**src/rtl/npc_pkg.sv**
```systemverilog
// npc_pkg: shared widths, defaults and select/state enums for the next-PC unit.
package npc_pkg;
  localparam int PC_W = 7;
  localparam int INSN_BYTES = 4;
  localparam int RAS_DEPTH = 4;
  typedef enum logic [2:0] {SEL_HOLD, SEL_RET, SEL_JMP, SEL_BR, SEL_SEQ} npc_sel_e;
  typedef enum logic {ST_RUN, ST_HALT} npc_state_e;
endpackage

```
**src/rtl/npc_ras.sv**
```systemverilog
// npc_ras: circular return-address LIFO; a push when full overwrites the oldest entry.
module npc_ras #(
  parameter int W = 7,
  parameter int DEPTH = 4
) (
  input  logic         clk,
  input  logic         reset,
  input  logic         push,
  input  logic         pop,
  input  logic [W-1:0] din,
  output logic [W-1:0] top,
  output logic         empty,
  output logic         full
);
  localparam int PW = $clog2(DEPTH);
  localparam int CW = $clog2(DEPTH + 1);
  logic [W-1:0] mem_q [DEPTH];
  logic [W-1:0] mem_d [DEPTH];
  logic [PW-1:0] wp_q, wp_d, rp;
  logic [CW-1:0] cnt_q, cnt_d;
  assign rp = wp_q - PW'(1);
  assign top = mem_q[rp];
  assign empty = cnt_q == '0;
  assign full = cnt_q == CW'(DEPTH);
  // When full, wp_q already points at the oldest slot, so a push overwrites it.
  always_comb begin
    mem_d = mem_q;
    wp_d = wp_q;
    cnt_d = cnt_q;
    if (push) begin
      mem_d[wp_q] = din;
      wp_d = wp_q + PW'(1);
      cnt_d = full ? cnt_q : cnt_q + CW'(1);
    end else if (pop && !empty) begin
      wp_d = rp;
      cnt_d = cnt_q - CW'(1);
    end
  end
  always_ff @(posedge clk) begin
    if (reset) begin
      wp_q <= '0;
      cnt_q <= '0;
    end else begin
      wp_q <= wp_d;
      cnt_q <= cnt_d;
    end
  end
  always_ff @(posedge clk) mem_q <= mem_d;
endmodule

```
**src/rtl/next_pc_unit.sv**
```systemverilog
// next_pc_unit: next fetch address with branch/jump/call/return, RAS and RUN/HALT FSM.
// Optional NPC_ALIGN_CHECK_EN: misaligned pc_cur forces pc_next=0 and sets sticky misalign.
module next_pc_unit #(
  parameter int PC_W = npc_pkg::PC_W,
  parameter int RAS_DEPTH = npc_pkg::RAS_DEPTH
) (
  input  logic            clk,
  input  logic            reset,
  input  logic [PC_W-1:0] pc_cur,
  input  logic            stall,
  input  logic            halt,
  input  logic            branch,
  input  logic            zero,
  input  logic [4:0]      br_off,
  input  logic            jump,
  input  logic            jal,
  input  logic            ret,
  input  logic [4:0]      j_target,
  output logic [PC_W-1:0] pc_next,
  output logic            halted,
  output logic            ras_empty,
  output logic            ras_full,
  output logic            ras_err,
  output logic            misalign
);
  import npc_pkg::*;
  npc_state_e state_q, state_d;
  npc_sel_e sel;
  logic ras_err_q, ras_err_d, misalign_q, misalign_d, bad, push, pop;
  logic [PC_W-1:0] seq, ras_top;
`ifdef NPC_ALIGN_CHECK_EN
  assign bad = !stall && pc_cur[1:0] != 2'b00;
`else
  assign bad = 1'b0;
`endif
  npc_ras #(.W(PC_W), .DEPTH(RAS_DEPTH)) u_ras (
    .clk(clk), .reset(reset), .push(push), .pop(pop), .din(seq),
    .top(ras_top), .empty(ras_empty), .full(ras_full)
  );
  always_comb begin
    seq = pc_cur + PC_W'(INSN_BYTES);
    sel = (stall || halt || state_q == ST_HALT) ? SEL_HOLD :
          ret ? SEL_RET : (jal || jump) ? SEL_JMP : (branch && zero) ? SEL_BR : SEL_SEQ;
    pc_next = (reset || bad) ? '0 :
              sel == SEL_HOLD ? pc_cur :
              sel == SEL_RET ? (ras_empty ? '0 : ras_top) :
              sel == SEL_JMP ? PC_W'({j_target, 2'b00}) :
              sel == SEL_BR ? seq + (PC_W'($signed(br_off)) << 2) : seq;
    push = !reset && !bad && sel == SEL_JMP && jal;
    pop = !reset && !bad && sel == SEL_RET;
    state_d = (state_q == ST_RUN && halt && !stall && !bad) ? ST_HALT : state_q;
    ras_err_d = ras_err_q | (pop & ras_empty);
    misalign_d = misalign_q | bad;
  end
  always_ff @(posedge clk) begin
    if (reset) begin
      state_q <= ST_RUN;
      ras_err_q <= 1'b0;
      misalign_q <= 1'b0;
    end else begin
      state_q <= state_d;
      ras_err_q <= ras_err_d;
      misalign_q <= misalign_d;
    end
  end
  assign halted = state_q == ST_HALT;
  assign ras_err = ras_err_q;
  assign misalign = misalign_q;
endmodule

```
**config.mk**
```make
export PLATFORM = sky130hd
export DESIGN_NAME = next_pc_unit
export DESIGN_NICKNAME = d
export VERILOG_FILES = /design/src/rtl/npc_pkg.sv /design/src/rtl/npc_ras.sv /design/src/rtl/next_pc_unit.sv
export SDC_FILE = /design/constraint.sdc
export NUM_CORES = 1
export LEC_CHECK = 0
export ABC_AREA = 1
export CORE_ASPECT_RATIO = 0.75
export CORE_MARGIN = 4
export CORE_UTILIZATION = 52
export DETAILED_ROUTE_END_ITERATION = 8
export MAX_ROUTING_LAYER = met4
export PLACE_DENSITY = 0.87
export RECOVER_POWER = 50
export SLEW_MARGIN = 20
export SYNTH_ARGS = -nofsm -noshare
export SYNTH_HDL_FRONTEND = slang
export SYNTH_SLANG_ARGS = --single-unit
```
**constraint.sdc**
```tcl
create_clock -name clk -period 2.8 [get_ports clk]
set_input_delay 0.56 -clock clk [delete_from_list [all_inputs] [get_ports clk]]
set_output_delay 0.56 -clock clk [all_outputs]
set_load 0.01 [all_outputs]
```
==> impl_metrics.json <==
{
  "status": "completed",
  "r2r_slack_ps": 900,
  "final_core_util": 0.798,
  "grt_max_degree": 19,
  "nets": 349,
  "drt_iter0_drc": 133,
  "path_cells": "buf_2 -> ha_4 -> xor2_4 -> ha_4 -> buf_4 -> xnor2_2 -> nand2_1 -> nand3_1 -> nand2_1 -> a21oi_2 -> buf_2",
  "clockRootBuffer": "clkbuf_8",
  "worstPathMaxFanout": 4,
  "crit_path_end_kind": "primary output",
  "final-instance-count-excl-fill": 365,
  "switching_share": 0.258,
  "core_area_sq_mm": 0.00376,
  "worst-setup-path-type": "input pin to primary output",
  "synth_top_family_by_area": "simple AND/OR/NAND/NOR gates",
  "final.setup_skew_ps": 6.24,
  "drt_first_pass_iters": 5,
  "antenna_found_initial": 0,
  "numCtsBuffers": 5,
  "ys.flop_type": "edfxtp_1",
  "io_pins": 38,
  "cts_buffer_depth": 2,
  "grt_pass1_wl_um": 9010,
  "worstPathArrival_ps": 2200,
  "cts_tree": "done",
  "ys_ff_latch": 35,
  "avgSynthCellArea_sq_um": 8.82,
  "yosys.area.top_type": "edfxtp_1",
  "slew_violations": 0,
  "area_delta_synth_final_pct": 43.4,
  "power_frac_seq": 0.435,
  "num_vias": 2019,
  "crit_path_start_kind": "input pin",
  "min_period_over_period": 0.984,
  "die_y_um": 62.9,
  "ys_types": 28,
  "crit_path_top_delay_cell": "ha_4",
  "avgRoutedWirePerCell_um": 16.5,
  "antenna_cells": 0,
  "p_comb_frac": 0.222,
  "insertion_delay_ps": 290,
  "synthTopCellsByArea": "edfxtp_1 (40%), nand2_1 (7.2%), dfxtp_1 (6.7%)",
  "maxCapViolations": 0,
  "rsz0062_at_grt": "true",
  "chipWidth_um": 81.2,
  "place_hpwl_um": 4030,
  "num_rows": 19,
  "syn_inst": 237,
  "initial_utilization": 0.557,
  "holdCritPathClass": "register to register",
  "postRouteAntennaNets": 0,
  "drive_gt1_frac": 0.297,
  "netlist_area_sq_mm": 0.00209,
  "grtUsageTotal": 0.239,
  "yosys.cell_count.top_type": "nand2_1",
  "synth_common_cells": "nand2_1 (40), inv_1 (30), edfxtp_1 (28)",
  "dieArea_sq_mm": 0.00511,
  "synth_fa_ha_area_frac": 0.0730,
  "portBuffers": 36,
  "clk_pin_slew_ps": 70,
  "hold_violations": 0,
  "setup_viol": 0,
  "max_stage_delay_ps": 250,
  "synthMuxAreaShare": 0,
  "power_density_mw_per_mm2": 439,
  "ir_worst_vdd_mv": 0.242,
  "fin_crit_ps": 2760,
  "p_leak_uw": 0.00128,
  "drc": 0,
  "synth_top_area_share": 0.402,
  "intPower_uw": 977,
  "vias_per_cell": 5.53,
  "syn_nets": 274,
  "clkPwrFrac": 0.343,
  "synthXorXnorAreaFrac": 0.0168,
  "htreeDepth": 2,
  "yosys.area_share.simple": 0.256,
  "overflow": 0,
  "grt_pass1_vias": 1957,
  "async_flop_share": 0,
  "routed_wl_um": 6030,
  "gp_congestion": 0.937,
  "num-fill-cells": 240,
  "cts_hold_buf": 0,
  "cts.sinks": 35,
  "synth-compound-area-share": 0.102,
  "dp.cells": 353,
  "yosys_warnings": 0,
  "cp.required_ps": 2240,
  "yosysSeqAreaShare": 0.469,
  "p_switching_uw": 340,
  "max_freq_mhz": 363,
  "synth-edff-count": 28,
  "multiInputGateArea_sq_mm": 0.00109,
  "seqCellArea_sq_um": 981
}
[repair_timing]
action	in CTS	in global routing
endpoints found under the setup margin	7	6
buffers inserted	2	2
cloned	0	0
pin swaps	8	8
gates resized for setup	42	20
[per-stage QoR]
step	cell area [sq um]	worst slack [ps]	TNS [ps]	power [uW]	hold WS (ps)
2_1_floorplan	2090	204	0	698	469
3_3_place_gp	2730	-710	-2910	811	448
3_5_place_dp	2730	-868	-3550	823	504
4_1_cts	2930	8.97	0	1280	515
5_1_grt	3000	-65.7	-97.8	1360	545
6_report	3000	44.5	0	1320	513
[registers in the layout, summed over array words and instances, names as in the netlist]
name,cells
u_ras.cnt_q,3
u_ras.wp_q,2
halted,1
ras_err,1
u_ras.mem_q,28
[layout make-up]
| class | count | share of cell area |
|---|---|---|
| repair buffers | 73 | 0.204 |
| clock inverters | 3 | 0.0146 |
| clock buffers | 5 | 0.0230 |
| well taps | 52 | 0.0217 |
| multi-input cells | 161 | 0.364 |
| flip-flops and latches | 35 | 0.327 |
| inverters | 36 | 0.0451 |
[path summary, 6_finish.rpt]
| kind | cells after the start | end | from |
|---|---|---|---|
| worst max-delay path | 11 | pc_next[4] | pc_cur[2] |
| worst min-delay path | 1 | u_ras.cnt_q[0] | u_ras.cnt_q[0] |
| worst max register to register | 9 | u_ras.cnt_q[2] | halted |
| worst min register to register | 1 | u_ras.cnt_q[0] | u_ras.cnt_q[0] |
[metal layers]
metal  global-route usage  routed length [um]  vias up
li1                     -                   -      940
met1                0.263                2220      956
met2                0.409                3130       96
met3               0.0476                 443       27
met4                0.112                 240        0
met5                    -                   0        -
[cell usage in the layout, fill, tap and decap left out, types with 5 or more instances in the layout]
| cell type | synthesis | routed |
|---|---|---|
| a21oi_1 | 17 | 13 |
| buf_2 | 1 | 5 |
| buf_4 | 4 | 34 |
| clkbuf_8 | 0 | 5 |
| clkdlybuf4s50_1 | 0 | 23 |
| dfxtp_1 | 7 | 7 |
| dlygate4sd2_1 | 0 | 5 |
| edfxtp_1 | 28 | 28 |
| ha_4 | 0 | 5 |
| inv_1 | 30 | 27 |
| inv_2 | 6 | 9 |
| nand2_1 | 40 | 40 |
| nand3_1 | 24 | 20 |
| nor2_1 | 26 | 26 |
| o21ai_0 | 14 | 14 |
[power by group through the flow]
stage          registers [uW]  clock network, uW  logic, uW
2_1_floorplan             584                  0        114
3_3_place_gp              583                  0        228
3_5_place_dp              584                  0        239
4_1_cts                   572                450        260
5_1_grt                   572                470        316
6_report                  572                452        293
[critical path: cells and delay by family]
family / cells / cell delay [ps]
buffers and inverters: 3 / 440
adders and majority gates: 2 / 430
xor gates and xnor gates: 2 / 360
and+or+nand+nor: 3 / 260
AOI/OAI and AO/OA: 1 / 140
[cells by family (layout without fill, tap and decap cells)]
group           Yosys count  count (layout)
simple gates            106             106
buf+inv                  41             117
compound gates           39              39
flops                    35              35
fa+ha+maj                11              11
xor+xnor                  4               4
other cells               1               1
Power figures use the tool's default switching activity.
